==> src/rtl/vend_ctrl_param.sv <==
`default_nettype none
// ============================================================================
// Module      : vend_ctrl_param
// Description : Coin-operated vending controller. It accepts 1/2/5-yuan coin
//               pulses and accumulates credit against PRICE. When the credit
//               reaches PRICE it vends, then returns any change. It refunds
//               on cancel or on inactivity timeout, and rejects coins it
//               cannot accept. All outputs are registered.
// Revision    : 1.0 - initial release
// ============================================================================
module vend_ctrl_param #(
  parameter int PRICE   = 6,
  parameter int SUM_W   = 5,
  parameter int TIMEOUT = 1000,
  parameter int TMR_W   = 10
) (
  input  logic             i_clk,
  input  logic             i_rst_n,
  input  logic             i_1yuan,
  input  logic             i_2yuan,
  input  logic             i_5yuan,
  input  logic             i_cancel,
  output logic             o_done,
  output logic [SUM_W-1:0] o_change,
  output logic             o_change_vld,
  output logic             o_refund,
  output logic             o_reject,
  output logic [SUM_W-1:0] o_credit,
  output logic             o_busy
);

  localparam logic [2:0] S_IDLE    = 3'd0;
  localparam logic [2:0] S_COLLECT = 3'd1;
  localparam logic [2:0] S_VEND    = 3'd2;
  localparam logic [2:0] S_CHANGE  = 3'd3;
  localparam logic [2:0] S_REFUND  = 3'd4;

  localparam logic [SUM_W-1:0] PRICE_V    = SUM_W'(PRICE);
  localparam logic [TMR_W-1:0] TMO_LAST_V = TMR_W'(TIMEOUT - 1);

  logic [2:0]       state, next_state;
  logic [SUM_W-1:0] credit, next_credit;
  logic [TMR_W-1:0] timer, next_timer;

  logic             d_done, d_change_vld, d_refund, d_reject;
  logic [SUM_W-1:0] d_change;

  logic [1:0]       coin_cnt;
  logic             coin_ok, coin_multi, coin_any;
  logic [SUM_W-1:0] coin_val, credit_sum;

  // Classify the coin inputs: a single coin is valid, more than one is rejected.
  always_comb begin
    coin_cnt   = {1'b0, i_1yuan} + {1'b0, i_2yuan} + {1'b0, i_5yuan};
    coin_ok    = (coin_cnt == 2'd1);
    coin_multi = coin_cnt[1];
    coin_any   = i_1yuan | i_2yuan | i_5yuan;
    coin_val   = '0;
    if (i_1yuan) coin_val = SUM_W'(1);
    if (i_2yuan) coin_val = SUM_W'(2);
    if (i_5yuan) coin_val = SUM_W'(5);
    // Credit stays below PRICE in COLLECT, so the sum never exceeds PRICE+4.
    credit_sum = credit + coin_val;
  end

  // Next-state, credit, timer and output computation.
  always_comb begin
    next_state   = state;
    next_credit  = credit;
    next_timer   = '0;
    d_done       = 1'b0;
    d_change     = '0;
    d_change_vld = 1'b0;
    d_refund     = 1'b0;
    d_reject     = coin_multi;
    case (state)
      S_IDLE: begin
        if (coin_ok) begin
          next_credit = coin_val;
          next_state  = (coin_val >= PRICE_V) ? S_VEND : S_COLLECT;
        end
      end
      S_COLLECT: begin
        if (coin_ok) begin
          // The coin is accumulated first; vend has priority over cancel.
          next_credit = credit_sum;
          if (credit_sum >= PRICE_V) begin
            next_state = S_VEND;
          end else if (i_cancel) begin
            next_state = S_REFUND;
          end
        end else if (i_cancel) begin
          next_state = S_REFUND;
        end else if (timer == TMO_LAST_V) begin
          next_state = S_REFUND;
        end else begin
          next_timer = timer + TMR_W'(1);
        end
      end
      S_VEND: begin
        d_reject = coin_any;
        d_done   = 1'b1;
        if (credit > PRICE_V) begin
          next_state = S_CHANGE;
        end else begin
          next_state  = S_IDLE;
          next_credit = '0;
        end
      end
      S_CHANGE: begin
        d_reject     = coin_any;
        d_change     = credit - PRICE_V;
        d_change_vld = 1'b1;
        next_credit  = '0;
        next_state   = S_IDLE;
      end
      S_REFUND: begin
        d_reject     = coin_any;
        d_change     = credit;
        d_change_vld = 1'b1;
        d_refund     = 1'b1;
        next_credit  = '0;
        next_state   = S_IDLE;
      end
      default: begin
        next_state  = S_IDLE;
        next_credit = '0;
      end
    endcase
  end

  // State, credit, timer and registered outputs; reset discards all credit.
  always_ff @(posedge i_clk or negedge i_rst_n) begin
    if (!i_rst_n) begin
      state        <= S_IDLE;
      credit       <= '0;
      timer        <= '0;
      o_done       <= 1'b0;
      o_change     <= '0;
      o_change_vld <= 1'b0;
      o_refund     <= 1'b0;
      o_reject     <= 1'b0;
    end else begin
      state        <= next_state;
      credit       <= next_credit;
      timer        <= next_timer;
      o_done       <= d_done;
      o_change     <= d_change;
      o_change_vld <= d_change_vld;
      o_refund     <= d_refund;
      o_reject     <= d_reject;
    end
  end

  assign o_credit = credit;
  assign o_busy   = (state != S_IDLE);

endmodule
`default_nettype wire

==> config.mk <==
export PLATFORM = sky130hd
export DESIGN_NAME = vend_ctrl_param
export DESIGN_NICKNAME = d
export VERILOG_FILES = /design/src/rtl/vend_ctrl_param.sv
export SDC_FILE = /design/constraint.sdc
export NUM_CORES = 1
export LEC_CHECK = 0
export CORE_ASPECT_RATIO = 1.1
export CORE_MARGIN = 5
export CORE_UTILIZATION = 58
export CTS_CLUSTER_SIZE = 12
export DETAILED_ROUTE_END_ITERATION = 10
export GPL_TIMING_DRIVEN = 0
export PLACE_DENSITY_LB_ADDON = 0.05
export SLEW_MARGIN = 10
export SYNTH_ARGS = -nofsm -noshare
export SYNTH_HDL_FRONTEND = slang
export SYNTH_SLANG_ARGS = --single-unit
export TNS_END_PERCENT = 10
==> constraint.sdc <==
create_clock -name i_clk -period 3.39 [get_ports i_clk]
set_input_delay 0.339 -clock i_clk [delete_from_list [all_inputs] [get_ports i_clk]]
set_output_delay 0.339 -clock i_clk [all_outputs]
set_load 0.005 [all_outputs]
# --- Word-level counts from Yosys, hierarchy flattened ---
# Index checks and enable logic that the tools add are counted.
totals:
  register_bits: 27
  in_bits: 6
  output_inout_bits: 15
  word_cells: 60
classes:
  add_sub_neg: 5
  order_cmp: 3
  eq_ne: 11
  mux: 25
  n_bitwise: 2
  reduce_logical: 6
ops:
  columns: ["op", "count"]
  rows:
  - ["10-bit two-way mux", 4]
  - ["5-bit two-way mux", 4]
  - ["3-bit two-way mux", 6]
  - ["5-bit one-hot mux with 3 select lines", 1]
  - ["10-bit by 1-bit adder with 10-bit output, second input constant", 1]
  - ["10-bit equality test, second input constant", 1]
  - ["5-bit by 3-bit greater-or-equal comparator with 1-bit output, second input constant", 2]
  - ["5-bit one-hot mux with 2 select lines", 1]
  - ["3-bit one-hot mux with 3 select lines", 1]
  - ["4-bit inequality test, second input constant", 2]
  - ["3-bit by 2-bit equality test with 1-bit output, second input constant", 2]
  - ["2-bit two-way mux", 3]
  - ["2-bit inequality test, second input constant", 3]
  - ["3-bit AND reduction", 2]
  - ["5-bit adder", 1]
  - ["5-bit by 3-bit > comparator with 1-bit output, second input constant", 1]
  - ["1-bit two-way mux", 5]
  - ["5-bit by 3-bit subtractor with 5-bit output, second input constant", 1]
  - ["3-bit by 1-bit equality test with 1-bit output, second input constant", 1]
  - ["3-bit equality test, second input constant", 1]
  - ["3-bit zero test", 1]
  - ["3-bit nonzero test", 1]
  - ["3-bit OR reduction", 1]
  - ["1-bit by 1-bit adder with 2-bit output", 1]
  - ["4 further kinds", 5]

# --- Longest topological paths before layout ---
# Gate-level depths: netlist (run 1).
logic_depth:
  depth_word: 8
  mapped_depth: 9
  mapped_depth_nobuf: 9

# --- Least setup slack after synthesis (run 1) ---
# OpenSTA, ideal clock, no wires.
synth_path:
  path_kind: "input-to-reg"
  start: "input i_1yuan"
  end: "register state[0]"
  setup_ps: 65
  arrival_ps: 2001
  t_required_ps: 3325
  slack_ps: 1325
  cell_stages: 9
  n_path_buf: 0
  path_cell_list: "inv_1 > o21ai_0 > ha_1 > fa_1 > and3b_1 > a211oi_1 > o211ai_1 > o21ai_0 > a21o_1"
synth_between:
  elab_chain_cells: 8
  word_cells_on_any_way: 18
  cone_classes: "add/sub (3); order compare (2); eq/ne (4); mux (8); reduce/logical (1)"
synth_lines:
  columns: ["element", "line_no", "text"]
  rows:
  - ["from (decl)", "19", "input logic i_1yuan,"]
  - ["1-bit two-way mux", "59", "if (i_1yuan) coin_val = SUM_W'(1);"]
  - ["2-bit two-way mux", "60", "if (i_2yuan) coin_val = SUM_W'(2);"]
  - ["5-bit two-way mux", "61", "if (i_5yuan) coin_val = SUM_W'(5);"]
  - ["5-bit adder", "63", "credit_sum = credit + coin_val;"]
  - ["5-bit by 3-bit greater-or-equal comparator with 1-bit output", "87", "if (credit_sum >= PRICE_V) begin"]
  - ["3-bit two-way mux", "87", null]
  - ["3-bit two-way mux", "84", "if (coin_ok) begin"]
  - ["3-bit one-hot mux with 3 select lines", "76", "case (state)"]
  - ["to (signal assigned)", "144", "state <= next_state;"]
  - ["to (decl)", "41", "logic [2:0] state, next_state;"]
# Parallel ways exist; a longest one is shown, timed or not. The select of a mux whose other input is x is not followed.
# A chain may end at the register's enable or synchronous reset.

# --- Worst setup path after layout (run 1) ---
layout_path:
  start: "input i_1yuan"
  end: "register state[2]"
# The elaborated chain is that of the path after synthesis.

==> summary.txt, run 1 <==
Status
  • Outcome: finished, violations left
  • Failing checks: negative hold slack

Floorplan
  • Starting Density: 0.604
  • Core Area: 2500 µm²
  • Die H: 63.5 µm
  • Io pins: 21
  • Rows: 19
  • Chip width: 58.6 µm
  • DIE AREA: 3720 µm²

Hold path
  • Tightest Hold Check Type: in2async

Yosys
  • Seq cells post-synth: 27
  • Synth Area in XOR/XNOR: 0.0639
  • Mapped Area: 1510 µm²
  • Largest family of logic cells by synthesized area: simple AND/OR/NAND/NOR gates
  • Post-synth cell types: 40
  • Count leader, synth: dfrtp_1
  • Top FF cell, synth: dfrtp_1
  • Post-synth EDFFs: 0
  • Synth top area share: 0.448
  • Syn_nets: 162
  • Synth Area in Adders: 0.0680
  • Mapped Cells: 149
  • Ys async rst share: 1.00
  • Most frequent cells after synthesis: 27 x dfrtp_1, 18 x nor2_1, 12 x nand2_1
  • Compound-Gate Fraction of Synth Area: 0.146
  • Cell taking the most area after synthesis: dfrtp_1
  • Cells taking the most area after synthesis: dfrtp_1 45%, nor2_1 4.5%, ha_1 4.1%, xnor2_1 4.1%, mux2_4 3.0%
  • Simple-gate share of the synthesized area: 0.190
  • Synth Warn #: 0
  • Post-synthesis mux area share: 0.0365
  • Syn avg cell area: 10.1 µm²
  • Register area share after synthesis: 0.448

Worst setup path
  • Startpoint class of the critical path: primary input
  • Max stage delay on crit path: 0.48 ns
  • CP required: 3.66 ns
  • CP cell instances: clkdlybuf4s50_1 -> inv_1 -> o21ai_0 -> ha_1 -> fa_1 -> and3b_1 -> a211oi_1 -> o211ai_1 -> o22ai_1 -> o211a_1
  • Worst Path Arrival: 2.74 ns
  • Crit-path max FO: 3
  • Slowest CP cell: clkdlybuf4s50_1
  • Setup crit end kind: flop
  • FF-to-FF path depth: 7
  • Kind of critical path: in2reg

Clocking
  • Clock transition at path regs: 0.14 ns
  • Root Buffer: clkbuf_4
  • Hold-fix buffer count after cts: 0
  • CTS buffer count: 3
  • H-tree depth: 1
  • Number of clock sinks: 27
  • Postcts setup bufs: 0
  • Post-CTS Resized: 0
  • Clock Latency Late Sink: 0.33 ns
  • Maximum clock path buffer count: 2
  • CTS tree: done

Placed design
  • Placed insts: 200
  • Dpl hpwl: 2370 µm
  • Port Buffers: 20
  • Routability congestion estimate: 0.855

Final layout
  • Finished Layout Cells: 204
  • Reg area: 676 µm²
  • Nets: 187
  • Multi-input logic area: 761 µm²
  • Fill count: 210
  • Layout cells sized above 1: 0.0867
  • Area grow syn2layout: 17.3%
  • Post-Route Utilization: 0.709
  • Ant diodes: 0

GRT
  • Gr usage total: 0.179
  • First-pass GRT wire length: 5290 µm
  • Vias in the first global route: 1187
  • Global route total overflow: 0
  • Pin count of the biggest net entering global routing: 28
  • Initial antenna violation count: 0

Routing
  • 1st-iter DRT viols: 40
  • Wire per inst: 14.5 µm
  • Vias post-DR: 1173
  • Detailed Routing Iterations Pass 1: 4
  • Number of routed nets with antenna violations: 0
  • Residual DRC count: 0
  • Total Routed Length: 2950 µm
  • Vias per cell: 5.75

Run
  • Max-cap check violation count: 0

Pwr
  • PD cells: 623 nW/µm²
  • Part of the power in combinational logic: 0.489
  • Clock power frac: 0.124
  • Reg power frac: 0.387
  • Switch share: 0.369
  • Net switching power: 0.407 mW
  • Static leakage: 0.821 nW
  • Maximum vdd drop: 0.000487 V
  • PnR Total Power: 1.10 mW
  • Cell internal pwr: 0.696 mW

STA
  • Minimum clock period: 2.47 ns
  • Final Setup Violations: 0
  • Hold Fails Final Rpt: 15
  • Slew @ Worst Pin: 0.589 ns
  • Setup TNS: 0 ns
  • Final-layout worst hold slack: -0.00316 ns
  • Peak Freq: 405 MHz
  • Final Cycle Share: 0.728
  • Skew final: 0.00871 ns
  • Slew Limit Fails: 0
  • Slew HR: 0.604
  • RSZ-0062 raised after global routing: no
[cell families after synthesis]
family | after synthesis
and+or+nand+nor | 56
DFF | 27
xor gates and xnor gates | 11
muxes | 4
buffers and inverters | 13
adders and majority gates | 7
AOI/OAI and AO/OA | 31
[worst max-delay path, delay by kind of cell]
family,cells,cell delay [ns]
compound gates,5,0.94
fa+ha+maj,2,0.71
buf+inv,2,0.55
simple gates,1,0.21
[power groups by stage]
stage          Sequential, mW  Clock, mW  Combinational (mW)
2_1_floorplan           0.425          0               0.352
3_5_place_dp            0.434          0               0.538
3_3_place_gp            0.431          0               0.519
5_1_grt                 0.440      0.156               0.594
6_report                0.427      0.137               0.539
4_1_cts                 0.427      0.141               0.541
[final timing paths]
kind	startpoint	end	slack (ns)
worst max-delay path	i_1yuan	state[2]	0.92
worst min-delay path	i_rst_n	timer[7]	-0.003
worst max register to register	o_credit[0]	state[2]	1.24
worst min register to register	timer[0]	timer[0]	0.47
max in group asynchronous	i_rst_n	o_credit[4]	3.00
min in group i_clk	timer[0]	timer[0]	0.47
[flip-flops by register name, summed over array words and instances, names as in the netlist]
| register | flops |
|---|---|
| timer | 10 |
| o_credit | 5 |
| o_reject | 1 |
| o_refund | 1 |
| state | 3 |
| o_change_vld | 1 |
| o_change | 5 |
| o_done | 1 |
[metal layers]
layer  part of all wire  GRT usage  up-vias
li1                   -          -      572
met1               0.42      0.234      565
met2               0.52      0.295       31
met3              0.051     0.0327        5
met4              0.010     0.0595        0
met5                  0          0        -
[final cells by class]
cell class	instances	area share
flip-flops and latches	27	0.382
clock buffers	3	0.0127
plain buffers	4	0.0212
repair buffers	20	0.110
multi-input cells	109	0.430
inverters	9	0.0191
well taps	31	0.0219
clock inverters	1	0.00283
[layout by cell type, fill, tap and decap left out, drive strengths merged, types with 5 or more instances in the layout]
| master | n |
|---|---|
| nand2 | 12 |
| o21ai | 5 |
| a21oi | 5 |
| clkdlybuf4s50 | 19 |
| ha | 5 |
| dfrtp | 27 |
| xnor2 | 7 |
| nor2 | 18 |
| inv | 9 |
[per-stage QoR]
step	cell area [µm²]	worst slack, ns
after detailed placement	1750	0.602
after global placement	1750	0.685
after global routing	1770	0.734
final	1770	0.923
after floorplan	1510	1.32
after CTS	1770	0.938
Note: power is estimated with default switching activity, not from simulation.
==> run 2: changes to the inputs <==
--- a/config.mk
+++ b/config.mk
@@ -7,7 +7,7 @@
 export LEC_CHECK = 0
 export CORE_ASPECT_RATIO = 1.1
 export CORE_MARGIN = 5
-export CORE_UTILIZATION = 58
+export CORE_UTILIZATION = 54
 export CTS_CLUSTER_SIZE = 12
 export DETAILED_ROUTE_END_ITERATION = 10
 export GPL_TIMING_DRIVEN = 0
==> constraint.sdc (replaced) <==
create_clock -name i_clk -period 2.27 [get_ports i_clk]
set_input_delay 0.227 -clock i_clk [delete_from_list [all_inputs] [get_ports i_clk]]
set_output_delay 0.227 -clock i_clk [all_outputs]
set_load 0.005 [all_outputs]
==> summary.txt, run 2 (synthesis results as in run 1) <==
Placed design
  • Dpl hpwl: 2330 µm (was 2370 µm)
  • Pre-CTS setup slack: -0.393 ns (was 0.602 ns)
  • Placed insts: 202 (was 200)
  • Routability congestion estimate: 0.880 (was 0.855)
  • Port Buffers: 20 (unchanged)

Worst setup path
  • CP required: 2.54 ns (was 3.66 ns)
  • Setup crit end kind: flop (unchanged)
  • Crit-path max FO: 3 (unchanged)
  • Worst Path Arrival: 2.42 ns (was 2.74 ns)
  • Startpoint class of the critical path: primary input (unchanged)
  • FF-to-FF Start: o_credit[0] (unchanged)
  • Worst setup path startpoint: i_2yuan (was i_1yuan)
  • Kind of critical path: in2reg (unchanged)

STA
  • Minimum clock period: 2.14 ns
  • Slew @ Worst Pin: 0.605 ns (was 0.589 ns)
  • Setup TNS: 0 ns (unchanged)
  • Slew HR: 0.597 (was 0.604)
  • Final Setup Violations: 0 (unchanged)
  • Final Cycle Share: 0.943
  • Peak Freq: 467 MHz
  • Slew Limit Fails: 0 (unchanged)
  • Hold Fails Final Rpt: 0 (was 15)
  • RSZ-0062 raised after global routing: no (unchanged)
  • Skew final: 0.0155 ns (was 0.00871 ns)
  • Final worst slack: 0.128 ns (was 0.923 ns)

Pwr
  • Clock power frac: 0.127 (was 0.124)
  • Part of the power in combinational logic: 0.490 (was 0.489)
  • Net switching power: 0.621 mW (was 0.407 mW)
  • Reg power frac: 0.383 (was 0.387)
  • Cell internal pwr: 1.06 mW (was 0.696 mW)
  • Switch share: 0.370 (was 0.369)
  • Static leakage: 0.846 nW (was 0.821 nW)
  • Maximum vdd drop: 0.000565 V (was 0.000487 V)
  • PD cells: 924 nW/µm² (was 623 nW/µm²)

Hold path
  • Hold Startpoint: i_1yuan
  • Tightest Hold Check Type: in2reg (was in2async)

Floorplan
  • DIE AREA: 3950 µm² (was 3720 µm²)
  • Die H: 65.4 µm (was 63.5 µm)
  • Rows: 20 (was 19)
  • Starting Density: 0.553 (was 0.604)
  • Io pins: 21 (unchanged)
  • Chip width: 60.4 µm (was 58.6 µm)
  • Core Area: 2730 µm² (was 2500 µm²)

Routing
  • Total Routed Length: 3020 µm (was 2950 µm)
  • Residual DRC count: 0 (unchanged)
  • Vias post-DR: 1193 (was 1173)
  • Detailed Routing Iterations Pass 1: 4 (unchanged)
  • Number of routed nets with antenna violations: 0 (unchanged)
  • Vias per cell: 5.74 (was 5.75)
  • 1st-iter DRT viols: 63 (was 40)
  • Wire per inst: 14.5 µm (about the same)

Final layout
  • Top reg by flops: timer (unchanged)
  • Max reg flops: 10 (unchanged)
  • Ant diodes: 0 (unchanged)
  • Layout cells sized above 1: 0.131 (was 0.0867)
  • Finished Layout Cells: 208 (was 204)
  • Commonest non-fill, non-tap cells in the layout: 27 x dfrtp_1, 17 x nor2_1, 17 x clkdlybuf4s50_1, 12 x nand2_1, 8 x inv_1 (was 27 x dfrtp_1, 19 x clkdlybuf4s50_1, 18 x nor2_1, 12 x nand2_1, 9 x inv_1)
  • Nets: 189 (was 187)
  • Area grow syn2layout: 20.5% (was 17.3%)
  • Commonest non-fill, non-tap cell in the layout: dfrtp_1 (unchanged)

Clocking
  • Number of clock sinks: 27 (unchanged)
  • H-tree depth: 1 (unchanged)
  • Clock Latency Late Sink: 0.34 ns (was 0.33 ns)
  • CTS tree: done (unchanged)
  • Root Buffer: clkbuf_4 (unchanged)
  • Clock transition at path regs: 0.15 ns (was 0.14 ns)
  • CTS buffer count: 3 (unchanged)
  • Maximum clock path buffer count: 2 (unchanged)

GRT
  • First-pass GRT wire length: 5130 µm (was 5290 µm)
  • Initial antenna violation count: 0 (unchanged)
  • Global route total overflow: 0 (unchanged)
  • Pin count of the biggest net entering global routing: 28 (unchanged)
  • Vias in the first global route: 1158 (was 1187)
  • Gr usage total: 0.170 (was 0.179)

Run
  • Max-cap check violation count: 0 (unchanged)

Status
  • Outcome: finished clean (was finished, violations left)
[run 2: cell count changes in the layout (fill, tap and decap cells not counted), sizes merged]
cell,change
clkinv,-1
clkdlybuf4s50,-2
buf,+1
clkinvlp,+1
dlymetal6s2s,+2
dlygate4sd3,+1
[run 2: layout make-up]
| class | instances | area, µm² |
|---|---|---|
| fillers | 224 | 911 |
| multi-input cells | 109 | 781 |
| flip-flops and latches | 27 | 676 |
| repair buffers | 22 | 218 |
| well taps | 33 | 41.3 |
| plain buffers | 4 | 37.5 |
| inverters | 9 | 33.8 |
| clock buffers | 3 | 22.5 |
| clock inverters | 1 | 7.51 |
[run 2: critical path, cell delays in order]
cell             delay [ns]
clkdlybuf4s50_1        0.46
o21ai_2                0.18
ha_2                   0.21
fa_1                   0.47
and3b_2                0.25
a211oi_2               0.18
o211ai_1               0.13
o21ai_0                0.17
a21o_1                 0.13
[run 2: through the flow]
stage                     hold slack [ns]  instance area, µm²  power (mW)   util
final                               0.230                1820        1.68  0.666
after CTS                           0.469                1780        1.67  0.654
after floorplan                   -0.0686                1510        1.16      -
after global placement              0.440                1750        1.42  0.641
after global routing                0.256                1820        1.80  0.666
after detailed placement            0.451                1750        1.45  0.641
[run 2: what timing repair did]
action                                  in CTS  in global routing
pin swaps                                    0                  3
endpoints found under the setup margin       3                  3
hold endpoints to repair                     0                 27
setup buffers                                0                  1
gates resized for setup                      2                  9
hold buffers                                 0                  1
[run 2: metal layers]
layer	GRT usage	wire [µm]	up-vias
met5	0	0	-
met2	0.281	1480	36
met3	0.0236	162	4
met4	0.0499	31	0
li1	-	-	575
met1	0.227	1340	578
[run 2: power by group through the flow]
stage	sequential, mW	combinational, mW	clock, mW
3_3_place_gp	0.642	0.774	0
2_1_floorplan	0.635	0.526	0
3_5_place_dp	0.650	0.797	0
5_1_grt	0.657	0.904	0.239
6_report	0.642	0.823	0.213
4_1_cts	0.640	0.802	0.225
[run 2: worst paths after layout]
path / end / slack, ns / depth (start not counted)
min in group asynchronous: timer[8] / 0.41 / 2
max in group asynchronous: timer[3] / 1.46 / 2
min reg2reg: timer[0] / 0.47 / 1
min: o_reject / 0.23 / 3
max reg2reg: state[0] / 0.17 / 7
max: state[0] / 0.13 / 9
==> run 3: changes to the inputs <==
--- a/config.mk
+++ b/config.mk
@@ -10,9 +10,10 @@
 export CORE_UTILIZATION = 54
 export CTS_CLUSTER_SIZE = 12
 export DETAILED_ROUTE_END_ITERATION = 10
+export GPL_ROUTABILITY_DRIVEN = 0
 export GPL_TIMING_DRIVEN = 0
 export PLACE_DENSITY_LB_ADDON = 0.05
-export SLEW_MARGIN = 10
+export SLEW_MARGIN = 20
 export SYNTH_ARGS = -nofsm -noshare
 export SYNTH_HDL_FRONTEND = slang
 export SYNTH_SLANG_ARGS = --single-unit
==> summary.txt, run 3 (synthesis results as in run 1) <==
Placed design
  • Port Buffers: 20 (unchanged)
  • Placed insts: 202 (unchanged)
  • Dpl hpwl: 2340 µm (was 2330 µm)

Clocking
  • Maximum clock path buffer count: 2 (unchanged)
  • Clock transition at path regs: 0.14 ns (was 0.15 ns)
  • Clock Latency Late Sink: 0.32 ns (was 0.34 ns)
  • CTS buffer count: 3 (unchanged)
  • H-tree depth: 1 (unchanged)
  • CTS tree: done (unchanged)
  • Root Buffer: clkbuf_4 (unchanged)
  • Number of clock sinks: 27 (unchanged)

STA
  • Final Setup Violations: 0 (unchanged)
  • Peak Freq: 446 MHz (was 467 MHz)
  • Setup TNS: 0 ns (unchanged)
  • RSZ-0062 raised after global routing: yes (was no)
  • Minimum clock period: 2.24 ns (was 2.14 ns)
  • Skew final: 0.00606 ns (was 0.0155 ns)
  • Slew Limit Fails: 0 (unchanged)
  • Final-layout worst hold slack: 0.428 ns (was 0.230 ns)
  • Hold Fails Final Rpt: 0 (unchanged)
  • Slew HR: 0.605 (was 0.597)
  • Slew @ Worst Pin: 0.593 ns (was 0.605 ns)
  • Final Cycle Share: 0.988 (was 0.943)

Routing
  • Wire per inst: 14.7 µm (was 14.5 µm)
  • Vias post-DR: 1168 (was 1193)
  • Detailed Routing Iterations Pass 1: 4 (unchanged)
  • 1st-iter DRT viols: 37 (was 63)
  • Residual DRC count: 0 (unchanged)
  • Total Routed Length: 3040 µm (was 3020 µm)
  • Number of routed nets with antenna violations: 0 (unchanged)
  • Vias per cell: 5.64 (was 5.74)

Floorplan
  • Starting Density: 0.553 (unchanged)
  • Rows: 20 (unchanged)
  • Chip width: 60.4 µm (unchanged)
  • Die H: 65.4 µm (unchanged)
  • Core Area: 2730 µm² (unchanged)
  • DIE AREA: 3950 µm² (unchanged)
  • Io pins: 21 (unchanged)

Pwr
  • PnR Total Power: 1.67 mW (was 1.68 mW)
  • PD cells: 928 nW/µm² (was 924 nW/µm²)
  • Static leakage: 0.823 nW (was 0.846 nW)
  • Maximum vdd drop: 0.000626 V (was 0.000565 V)

GRT
  • Initial antenna violation count: 0 (unchanged)
  • Global route total overflow: 0 (unchanged)
  • Vias in the first global route: 1168 (was 1158)
  • First-pass GRT wire length: 5170 µm (was 5130 µm)
  • Gr usage total: 0.173 (was 0.170)
  • Pin count of the biggest net entering global routing: 28 (unchanged)

Final layout
  • Commonest non-fill, non-tap cells in the layout: 27 x dfrtp_1, 19 x clkdlybuf4s50_1, 18 x nor2_1, 12 x nand2_1, 9 x inv_1 (was 27 x dfrtp_1, 17 x nor2_1, 17 x clkdlybuf4s50_1, 12 x nand2_1, 8 x inv_1)
  • Max reg flops: 10 (unchanged)
  • Area grow syn2layout: 19.3% (was 20.5%)
  • Commonest non-fill, non-tap cell in the layout: dfrtp_1 (unchanged)
  • Ant diodes: 0 (unchanged)
  • Layout cells sized above 1: 0.109 (was 0.131)
  • Finished Layout Cells: 207 (was 208)
  • Fill count: 234 (was 224)
  • Top reg by flops: timer (unchanged)
  • Nets: 188 (was 189)

Status
  • Outcome: finished clean (unchanged)

Worst setup path
  • Startpoint class of the critical path: primary input (unchanged)
  • FF-to-FF path depth: 7 (unchanged)
  • CP required: 2.54 ns (about the same)
  • Crit-path max FO: 3 (unchanged)
  • Setup crit end kind: flop (unchanged)
  • Kind of critical path: in2reg (unchanged)
  • Cell depth of the worst setup path: 10 (was 9)
  • Top delay family on crit path: compound AO/OA/AOI/OAI gates (unchanged)
  • CP bufs+invs: 2 (was 1)
  • CP cell instances: clkdlybuf4s50_1 -> inv_1 -> o21ai_2 -> ha_2 -> fa_2 -> and3b_1 -> a211oi_2 -> o211ai_1 -> o21ai_0 -> a21o_1 (was clkdlybuf4s50_1 -> o21ai_2 -> ha_2 -> fa_1 -> and3b_2 -> a211oi_2 -> o211ai_1 -> o21ai_0 -> a21o_1)
  • Worst Path Arrival: 2.51 ns (was 2.42 ns)
  • Max stage delay on crit path: 0.49 ns (was 0.47 ns)
  • Slowest CP cell: clkdlybuf4s50_1 (was fa_1)

Run
  • Max-cap check violation count: 0 (unchanged)

Hold path
  • Tightest Hold Check Type: in2async (was in2reg)
-- run 3: through the flow --
stage / cell area (µm²) / utilization / setup WS (ns)
after global placement: 1750 / 0.641 / -0.332
final: 1800 / 0.660 / 0.0271
after floorplan: 1510 / - / 0.317
after detailed placement: 1740 / 0.639 / -0.413
after CTS: 1780 / 0.653 / 0.00118
after global routing: 1800 / 0.660 / -0.0775
-- run 3: final timing paths --
path,slack (ns),endpoint,startpoint
min in group i_clk,0.47,timer[0],timer[0]
worst max-delay path,0.03,state[0],i_1yuan
worst min-delay path,0.43,o_credit[4],i_rst_n
max in group asynchronous,1.46,timer[7],i_rst_n
worst min register to register,0.47,timer[0],timer[0]
worst max register to register,0.24,state[0],o_credit[0]
-- run 3: what timing repair did --
item / CTS / global route
resized for setup: 1 / 5
setup buffers: 0 / 0
endpoints found under the hold margin: 27 / 0
setup endpoints to repair: 2 / 4
hold buffers: 1 / 0
gates cloned: 0 / 0
-- run 3: report_power, final --
group	total [mW]	internal [mW]	switching (mW)
logic	0.820	0.432	0.387
clock network	0.207	0.0687	0.138
registers	0.643	0.554	0.0889
-- run 3: cell type report --
cell class | instances | area (µm²) | area share
plain buffers | 4 | 37.5 | 0.0209
clock buffers | 4 | 26.3 | 0.0146
inverters | 9 | 33.8 | 0.0188
multi-input cells | 109 | 779 | 0.433
flip-flops and latches | 27 | 676 | 0.376
well taps | 33 | 41.3 | 0.0229
repair buffers | 21 | 205 | 0.114
-- run 3: layer usage --
| metal | wire length (µm) | vias to the layer above | GRT usage |
|---|---|---|---|
| met3 | 114 | 6 | 0.0255 |
| li1 | - | 572 | - |
| met2 | 1500 | 22 | 0.285 |
| met5 | 0 | - | 0 |
| met1 | 1370 | 568 | 0.225 |
| met4 | 57 | 0 | 0.0637 |
